--- src/rtl/clock_ctrl_pkg.sv ---
// Shared types and constants for the clock/alarm setting controller.
package clock_ctrl_pkg;

    typedef enum logic [2:0] {
        IDLE,
        SEL,
        EDIT_HR,
        EDIT_MIN,
        COMMIT
    } state_t;

    typedef logic [3:0] bcd_digit_t;
    typedef logic [1:0] hr_tens_t;

    typedef struct packed {
        hr_tens_t   h1;
        bcd_digit_t h0;
        bcd_digit_t m1;
        bcd_digit_t m0;
    } hhmm_t;

    // BCD-packed upper bounds: 8'h23 reads as 23, 8'h59 as 59.
    localparam logic [7:0] MAX_HR  = 8'h23;
    localparam logic [7:0] MAX_MIN = 8'h59;

    // Out-of-range or non-BCD fields from the core saturate to the field maximum.
    function automatic hhmm_t clamp_time(input hhmm_t t);
        hhmm_t r;
        r = t;
        if (t.h0 > 4'd9 || {2'b00, t.h1, t.h0} > MAX_HR) begin
            r.h1 = MAX_HR[5:4];
            r.h0 = MAX_HR[3:0];
        end
        if (t.m0 > 4'd9 || {t.m1, t.m0} > MAX_MIN) begin
            r.m1 = MAX_MIN[7:4];
            r.m0 = MAX_MIN[3:0];
        end
        return r;
    endfunction

endpackage

--- src/rtl/bcd_step.sv ---
// Combinational +1/-1 on a two-digit BCD pair, wrapping between 00 and MAX_VAL.
module bcd_step
    import clock_ctrl_pkg::*;
#(
    parameter int         TENS_W  = 4,
    parameter logic [7:0] MAX_VAL = MAX_MIN
) (
    input  logic              inc,
    input  logic              dec,
    input  logic [TENS_W-1:0] tens_in,
    input  bcd_digit_t        ones_in,
    output logic [TENS_W-1:0] tens_out,
    output bcd_digit_t        ones_out
);

    localparam logic [TENS_W-1:0] MAX_T = MAX_VAL[TENS_W+3:4];
    localparam bcd_digit_t        MAX_O = MAX_VAL[3:0];
    localparam logic [TENS_W-1:0] T_ONE = 1;

    always_comb begin
        tens_out = tens_in;
        ones_out = ones_in;
        if (inc && !dec) begin
            if (tens_in == MAX_T && ones_in == MAX_O) begin
                tens_out = '0;
                ones_out = '0;
            end else if (ones_in >= 4'd9) begin
                tens_out = tens_in + T_ONE;
                ones_out = '0;
            end else begin
                ones_out = ones_in + 4'd1;
            end
        end else if (dec && !inc) begin
            if (tens_in == '0 && ones_in == '0) begin
                tens_out = MAX_T;
                ones_out = MAX_O;
            end else if (ones_in == '0) begin
                tens_out = tens_in - T_ONE;
                ones_out = 4'd9;
            end else begin
                ones_out = ones_in - 4'd1;
            end
        end
    end

endmodule

--- src/rtl/clock_set_ctrl.sv ---
// Button-driven HH:MM setting sequencer for clock or alarm time, with one-cycle load pulses.
// Optional AUTO_REPEAT_EN adds hold-to-repeat on inc/dec while editing a field.
module clock_set_ctrl
    import clock_ctrl_pkg::*;
#(
    parameter int TIMEOUT_TICKS = 300,
    parameter int BLINK_DIV     = 5
`ifdef AUTO_REPEAT_EN
    ,
    parameter int REPEAT_DELAY  = 10,
    parameter int REPEAT_RATE   = 2
`endif
) (
    input  logic       clk,
    input  logic       reset,
    input  logic       btn_mode,
    input  logic       btn_set,
    input  logic       btn_inc,
    input  logic       btn_dec,
    input  logic [1:0] cur_h1,
    input  logic [3:0] cur_h0,
    input  logic [3:0] cur_m1,
    input  logic [3:0] cur_m0,
    output logic [1:0] H_in1,
    output logic [3:0] H_in0,
    output logic [3:0] M_in1,
    output logic [3:0] M_in0,
    output logic       LD_time,
    output logic       LD_alarm,
    output logic       target_alarm,
    output logic       edit_active,
    output logic       blink_hr,
    output logic       blink_min
);

    localparam int TMO_W = $clog2(TIMEOUT_TICKS + 1);
    localparam int BLK_W = $clog2(BLINK_DIV + 1);

    state_t            state, state_nx;
    logic [3:0]        btn_q, btn_qq, edges;
    logic              mode_e, set_e, inc_e, dec_e;
    logic              timeout, ok_step, load, toggle;
    logic              step_inc, step_dec;
    logic              rpt_inc, rpt_dec, rpt_fire;
    logic              target_q;
    hhmm_t             edit_q, shadow_q, cur_t;
    hr_tens_t          hr_t_nx;
    bcd_digit_t        hr_o_nx, mn_t_nx, mn_o_nx;
    logic [TMO_W-1:0]  tmo_cnt;
    logic [BLK_W-1:0]  blk_cnt;
    logic              blk_ph;

    // Buttons are sampled once; edges come from the registered level only.
    always_ff @(posedge clk or negedge reset) begin
        if (!reset) begin
            btn_q  <= '0;
            btn_qq <= '0;
        end else begin
            btn_q  <= {btn_mode, btn_set, btn_inc, btn_dec};
            btn_qq <= btn_q;
        end
    end

    assign edges  = btn_q & ~btn_qq;
    assign mode_e = edges[3];
    assign set_e  = edges[2];
    assign inc_e  = edges[1];
    assign dec_e  = edges[0];
    assign cur_t  = {cur_h1, cur_h0, cur_m1, cur_m0};

    assign timeout = (state != IDLE) && (state != COMMIT) &&
                     (tmo_cnt == TMO_W'(TIMEOUT_TICKS - 1));

    // Arbitration: mode > timeout > set > inc/dec.
    assign ok_step  = !mode_e && !timeout && !set_e;
    assign step_inc = ok_step && ((inc_e && !dec_e) || rpt_inc);
    assign step_dec = ok_step && ((dec_e && !inc_e) || rpt_dec);
    assign toggle   = (state == SEL) && ok_step && (inc_e ^ dec_e);
    assign load     = (state == SEL) && !mode_e && !timeout && set_e;

    always_comb begin
        state_nx = state;
        case (state)
            IDLE:     if (mode_e) state_nx = SEL;
            SEL:      if (mode_e || timeout) state_nx = IDLE;
                      else if (set_e) state_nx = EDIT_HR;
            EDIT_HR:  if (mode_e || timeout) state_nx = IDLE;
                      else if (set_e) state_nx = EDIT_MIN;
            EDIT_MIN: if (mode_e || timeout) state_nx = IDLE;
                      else if (set_e) state_nx = COMMIT;
            COMMIT:   state_nx = IDLE;
            default:  state_nx = IDLE;
        endcase
    end

    always_ff @(posedge clk or negedge reset) begin
        if (!reset) state <= IDLE;
        else        state <= state_nx;
    end

    always_ff @(posedge clk or negedge reset) begin
        if (!reset)                       target_q <= 1'b0;
        else if (state == IDLE && mode_e) target_q <= 1'b0;
        else if (toggle)                  target_q <= ~target_q;
    end

    bcd_step #(.TENS_W(2), .MAX_VAL(MAX_HR)) u_hr_step (
        .inc      (step_inc && state == EDIT_HR),
        .dec      (step_dec && state == EDIT_HR),
        .tens_in  (edit_q.h1),
        .ones_in  (edit_q.h0),
        .tens_out (hr_t_nx),
        .ones_out (hr_o_nx)
    );

    bcd_step #(.TENS_W(4), .MAX_VAL(MAX_MIN)) u_min_step (
        .inc      (step_inc && state == EDIT_MIN),
        .dec      (step_dec && state == EDIT_MIN),
        .tens_in  (edit_q.m1),
        .ones_in  (edit_q.m0),
        .tens_out (mn_t_nx),
        .ones_out (mn_o_nx)
    );

    // Edit register keeps its value in IDLE so the bus is stable across the load pulse.
    always_ff @(posedge clk or negedge reset) begin
        if (!reset) begin
            edit_q <= '0;
        end else if (load) begin
            edit_q <= target_q ? shadow_q : clamp_time(cur_t);
        end else if (state == EDIT_HR) begin
            edit_q.h1 <= hr_t_nx;
            edit_q.h0 <= hr_o_nx;
        end else if (state == EDIT_MIN) begin
            edit_q.m1 <= mn_t_nx;
            edit_q.m0 <= mn_o_nx;
        end
    end

    always_ff @(posedge clk or negedge reset) begin
        if (!reset)                         shadow_q <= '0;
        else if (state == COMMIT && target_q) shadow_q <= edit_q;
    end

    always_ff @(posedge clk or negedge reset) begin
        if (!reset)
            tmo_cnt <= '0;
        else if (state_nx != state || |edges || rpt_fire)
            tmo_cnt <= '0;
        else if (state != IDLE)
            tmo_cnt <= tmo_cnt + TMO_W'(1);
    end

    always_ff @(posedge clk or negedge reset) begin
        if (!reset) begin
            blk_cnt <= '0;
            blk_ph  <= 1'b0;
        end else if (state_nx != state) begin
            blk_cnt <= '0;
            blk_ph  <= 1'b0;
        end else if (blk_cnt == BLK_W'(BLINK_DIV - 1)) begin
            blk_cnt <= '0;
            blk_ph  <= ~blk_ph;
        end else begin
            blk_cnt <= blk_cnt + BLK_W'(1);
        end
    end

`ifdef AUTO_REPEAT_EN
    localparam int RPT_W = $clog2(REPEAT_DELAY + 1);
    logic [RPT_W-1:0] rpt_cnt;
    logic             rpt_hold;

    assign rpt_hold = (state == EDIT_HR || state == EDIT_MIN) && (btn_q[1] ^ btn_q[0]);
    assign rpt_fire = rpt_hold && (rpt_cnt == RPT_W'(REPEAT_DELAY));
    assign rpt_inc  = rpt_fire && btn_q[1];
    assign rpt_dec  = rpt_fire && btn_q[0];

    // After the first repeat, rewinding by REPEAT_RATE-1 yields one step per REPEAT_RATE cycles.
    always_ff @(posedge clk or negedge reset) begin
        if (!reset)
            rpt_cnt <= '0;
        else if (!rpt_hold || state_nx != state)
            rpt_cnt <= '0;
        else if (rpt_fire)
            rpt_cnt <= RPT_W'(REPEAT_DELAY - REPEAT_RATE + 1);
        else
            rpt_cnt <= rpt_cnt + RPT_W'(1);
    end
`else
    assign rpt_fire = 1'b0;
    assign rpt_inc  = 1'b0;
    assign rpt_dec  = 1'b0;
`endif

    assign H_in1        = edit_q.h1;
    assign H_in0        = edit_q.h0;
    assign M_in1        = edit_q.m1;
    assign M_in0        = edit_q.m0;
    assign LD_time      = (state == COMMIT) && !target_q;
    assign LD_alarm     = (state == COMMIT) && target_q;
    assign target_alarm = target_q;
    assign edit_active  = (state != IDLE);
    assign blink_hr     = (state == EDIT_HR) && blk_ph;
    assign blink_min    = (state == EDIT_MIN) && blk_ph;

endmodule

--- config.mk ---
export PLATFORM = sky130hd
export DESIGN_NAME = clock_set_ctrl
export DESIGN_NICKNAME = d
export VERILOG_FILES = /design/src/rtl/clock_ctrl_pkg.sv /design/src/rtl/bcd_step.sv /design/src/rtl/clock_set_ctrl.sv
export SDC_FILE = /design/constraint.sdc
export NUM_CORES = 1
export LEC_CHECK = 0
export ABC_AREA = 0
export BUFFER_PORTS_ARGS = -buffer_cell sky130_fd_sc_hd__buf_4
export CAP_MARGIN = 20
export CORE_ASPECT_RATIO = 1.5
export CORE_MARGIN = 3
export CORE_UTILIZATION = 40
export DETAILED_ROUTE_END_ITERATION = 16
export HOLD_SLACK_MARGIN = 0.02
export SYNTH_ARGS = -nofsm -noshare
export SYNTH_HDL_FRONTEND = slang
export SYNTH_HIERARCHICAL = 1
export SYNTH_SLANG_ARGS = --single-unit
--- constraint.sdc ---
create_clock -name clk -period 6 [get_ports clk]
set_input_delay 1.2 -clock clk [delete_from_list [all_inputs] [get_ports clk]]
set_output_delay 1.2 -clock clk [all_outputs]
set_load 0.03 [all_outputs]
==> metrics.log <==
INFO  metric run_status = finished clean
INFO  metric crit_top_cell = sky130_fd_sc_hd__mux2i_1
INFO  metric cell_at_the_slowest_stage_of_the_critical_path = sky130_fd_sc_hd__nor3_1
INFO  metric synth.area.mux_share = 0.134
INFO  metric worst_r2r_startpoint = state[2]$_DFF_PN0_
INFO  metric timing.final.hold_violations = 0
INFO  metric globalplace.congestion = 0.855
INFO  metric via_to_cell_ratio = 5.65
INFO  metric area.growth.synth_to_final = 13.0%
INFO  metric timing.critical_path.from_type = register
INFO  metric numPortBuffers = 39
INFO  metric final_setup_violation_count = 0
INFO  metric count_of_routing_violations_after_the_opening_detailed_route_iteration = 144
INFO  metric irDropWorstVdd = 0.217 mV
INFO  metric syn-instance-count = 382
INFO  metric postSynth.asyncResetShare = 1.00
INFO  metric h-tree-depth = 2
INFO  metric timing_max_transition_violations_final = 0
INFO  metric wl_per_cell = 15.9 µm
INFO  metric syn_area_per_cell = 9.39 µm²
INFO  metric simple_gate_portion_of_the_synthesized_area = 0.217
INFO  metric grt_antenna_before_repair = 0
INFO  metric synth.yosys.seq_area_share = 0.370
INFO  metric ratio_of_cells_with_drive_above_1_in_the_final_layout = 0.178
INFO  metric synth-compound-area-share = 0.135
INFO  metric grt_pass1_wl = 13,800 µm
INFO  metric cts_hold_buf = 0
INFO  metric initial_standard_cell_utilization_of_the_core = 0.419
INFO  metric tritoncts = built
INFO  metric core = 8570 µm²
INFO  metric timing.clock.skew = 0.00547 ns
INFO  metric worstSkewPairLatency = 0.29 ns
INFO  metric cpPeakStageDelay = 1.04 ns
INFO  metric drcViolationCount = 0
INFO  metric mappedNetlistArea = 3590 µm²
INFO  metric cts_post_setup_buffers_inserted = 0
INFO  metric grt_overflow_total = 0
INFO  metric grt_util_all_layers = 0.167
INFO  metric layout.nets = 448
INFO  metric num_io_pins = 40
INFO  metric final_core_utilization = 0.473
INFO  metric worstHoldStart = btn_q[1]$_DFF_PN0_
INFO  metric synth.lib_cells_used.distinct = 62
INFO  metric regToRegSetupSlack = 2.42 ns
INFO  metric cp-startpoint = state[2]$_DFF_PN0_
INFO  metric cp_cell_sequence = inv_1 -> nand3_1 -> nor3_1 -> nand2b_1 -> a31o_2 -> or3_1 -> a22oi_2 -> mux2i_1 -> mux2i_1
INFO  metric crit_required = 6.21 ns
INFO  metric power_density = 380 nW/µm²
INFO  metric die_area = 10,200 µm²
INFO  metric main_combinational_cell_family_by_area_after_synthesis = simple AND/OR/NAND/NOR gates
INFO  metric grt_pass1_vias = 2,809
INFO  metric tightestPinTransition = 1.04 ns
INFO  metric slew_headroom = 0.300
INFO  metric rsz0062_at_grt = false
INFO  metric antenna-diode-count = 0
INFO  metric yosys.area_share.xor_xnor = 0.0269
INFO  metric reg2reg_depth = 9
INFO  metric grt_start_max_net_pins = 54
INFO  metric static-leakage-power = 1.88 nW
INFO  metric post-dp-hpwl = 6070 µm
INFO  metric wl = 8240 µm
INFO  metric worst_ep_arrival_time = 3.79 ns
INFO  metric antenna_violating_nets_post_route = 0
INFO  metric end_kind = register
INFO  metric routed-via-count = 2,929
INFO  metric postSynthNetCount = 420
INFO  metric finalCriticalPeriod = 3.58 ns
INFO  metric placement_rows = 41
INFO  metric max_clock_freq = 280 MHz
INFO  metric drt_pre_antenna_iters = 5
INFO  metric cts_sinks = 53
INFO  metric max_cap_violations = 0
INFO  metric critical_path_peak_fanout = 12
INFO  metric chipHeight = 122 µm
INFO  metric fin_tns_setup = 0 ns
INFO  metric timing.hold.worst_path_depth = 0
INFO  metric ys.warnings.count = 6
INFO  metric cts_inserted_buffers = 5
INFO  metric clkTransAtPathRegs = 0.07 ns
INFO  metric holdCritPathClass = register to register
INFO  metric post_cts_resized = 0
INFO  metric final_min_period_over_clock_period = 0.596
INFO  metric synth.ff_latch_count = 53
INFO  metric post_synth_fa_ha_maj_area_fraction = 0.0628
INFO  metric layout.cells.non_filler = 518
INFO  metric synth_enable_flop_cells = 0
INFO  metric floorplan.die.width = 83.3 µm
INFO  metric placed_cells = 510
INFO  metric deepest_clock_path_buffer_count = 2
INFO  metric crit_type = register to register
INFO  metric dominantRegCellSynth = sky130_fd_sc_hd__dfrtp_1
INFO  metric clock-root-buffer = sky130_fd_sc_hd__clkbuf_16
[worst paths after layout]
check	endpoint
worst max-delay path	M_in1[3]$_DFFE_PN0P_
worst min-delay path	btn_qq[1]$_DFF_PN0_
worst max register to register	M_in1[3]$_DFFE_PN0P_
worst min register to register	btn_qq[1]$_DFF_PN0_
max in group asynchronous	M_in1[0]$_DFFE_PN0P_
min in group asynchronous	btn_qq[1]$_DFF_PN0_
[sequential cells by signal, summed over array words and instances, names as in the netlist, 3 cells and up]
register and cells:
M_in0 4, btn_q 4, H_in0 4, blk_cnt 3, btn_qq 4, state 3, shadow_q 14, tmo_cnt 9
M_in1 4
[cell usage after synthesis (2+ instances only)]
library cell                n  area [µm²]
sky130_fd_sc_hd__buf_2      4        20.0
sky130_fd_sc_hd__nand4b_1   3        26.3
sky130_fd_sc_hd__nor3_1    12        60.1
sky130_fd_sc_hd__a32oi_1    2        17.5
sky130_fd_sc_hd__nor2b_1   10        62.6
sky130_fd_sc_hd__nor2_1    37         139
sky130_fd_sc_hd__inv_1     23        86.3
sky130_fd_sc_hd__and4b_1    2        20.0
sky130_fd_sc_hd__o22ai_1    6        37.5
sky130_fd_sc_hd__buf_4      2        15.0
sky130_fd_sc_hd__a31oi_1    6        37.5
sky130_fd_sc_hd__nand2b_1  13        81.3
sky130_fd_sc_hd__or4_1      2        15.0
sky130_fd_sc_hd__nand2_1   24        90.1
sky130_fd_sc_hd__mux2_2    16         180
sky130_fd_sc_hd__dfrtp_1   53        1330
sky130_fd_sc_hd__a31o_2     2        17.5
sky130_fd_sc_hd__o221ai_1   2        17.5
sky130_fd_sc_hd__clkbuf_1  10        37.5
sky130_fd_sc_hd__o211ai_1   2        15.0
sky130_fd_sc_hd__nor4_1     4        25.0
sky130_fd_sc_hd__a21oi_1   16        80.1
sky130_fd_sc_hd__nor3b_1    6        45.0
sky130_fd_sc_hd__or3_1      4        25.0
sky130_fd_sc_hd__xor2_1     2        17.5
sky130_fd_sc_hd__a22oi_1    3        22.5
sky130_fd_sc_hd__a211oi_1   4        30.0
sky130_fd_sc_hd__xnor2_1    9        78.8
sky130_fd_sc_hd__mux2i_1   30         300
sky130_fd_sc_hd__and3_1     2        12.5
sky130_fd_sc_hd__ha_1      18         225
sky130_fd_sc_hd__nand4_1    5        31.3
sky130_fd_sc_hd__nand3_1    7        35.0
sky130_fd_sc_hd__o21ai_0   13        65.1
[cells in the final DEF (no fill, tap or decap), drive strengths merged, types with 3 or more instances in the layout]
master and count:
a211oi 5, a21oi 16, a22oi 4, a31oi 6, buf 40, clkbuf 7
dfrtp 53, ha 18, inv 23, mux2 16, mux2i 30, nand2 24
nand2b 13, nand3 8, nand4 5, nand4b 3, nor2 37, nor2b 10
nor3 13, nor3b 6, nor4 4, o21ai 13, o22ai 6, or3 4
or3b 3, xnor2 9
[cells by family after synthesis]
logic type,Yosys count
and+or+nand+nor,142
xor gates and xnor gates,11
muxes,46
buffers and inverters,42
DFF,53
AOI/OAI and AO/OA,70
adders and majority gates,18
[where the power goes]
group	switching, mW	internal (mW)	total [mW]	leakage (nW)
Clock	0.128	0.155	0.283	0.0641
Combinational	0.383	0.301	0.684	1.13
Sequential	0.149	0.423	0.572	0.689
Total	0.659	0.879	1.54	1.88
[metrics by stage]
stage	setup WS (ns)	hold slack (ns)	power [mW]	cell area, µm²
after global placement	2.66	0.361	1.25	3910
after global routing	2.11	0.389	1.65	4050
after CTS	2.46	0.379	1.55	4050
after floorplan	2.99	0.347	1.06	3590
final	2.42	0.375	1.54	4050
after detailed placement	2.48	0.363	1.26	3910
[cell type report]
class | instances | area [µm²]
clock buffer | 7 | 133
sequential | 53 | 1330
fill | 832 | 4510
timing repair buffer | 40 | 300
clock inverter | 1 | 7.51
tap | 107 | 134
inverter | 23 | 86.3
multi-input combinational | 287 | 2070
[routing by layer]
layer  track usage  vias to the layer above  wire length, µm
met5             0                        -                0
met4        0.0634                        0              170
met1         0.205                     1428             3510
met2         0.301                       74             4340
met3        0.0162                       11              215
li1              -                     1416                -
[worst max-delay path: cells and delay by family, from the launching register on]
family | cells | cell delay [ns]
AOI/OAI and AO/OA | 2 | 0.46
muxes | 2 | 0.22
and+or+nand+nor | 4 | 2.17
buffers and inverters | 1 | 0.16
DFF | 1 | 0.49
No activity file was read; power rests on OpenSTA's default activity.
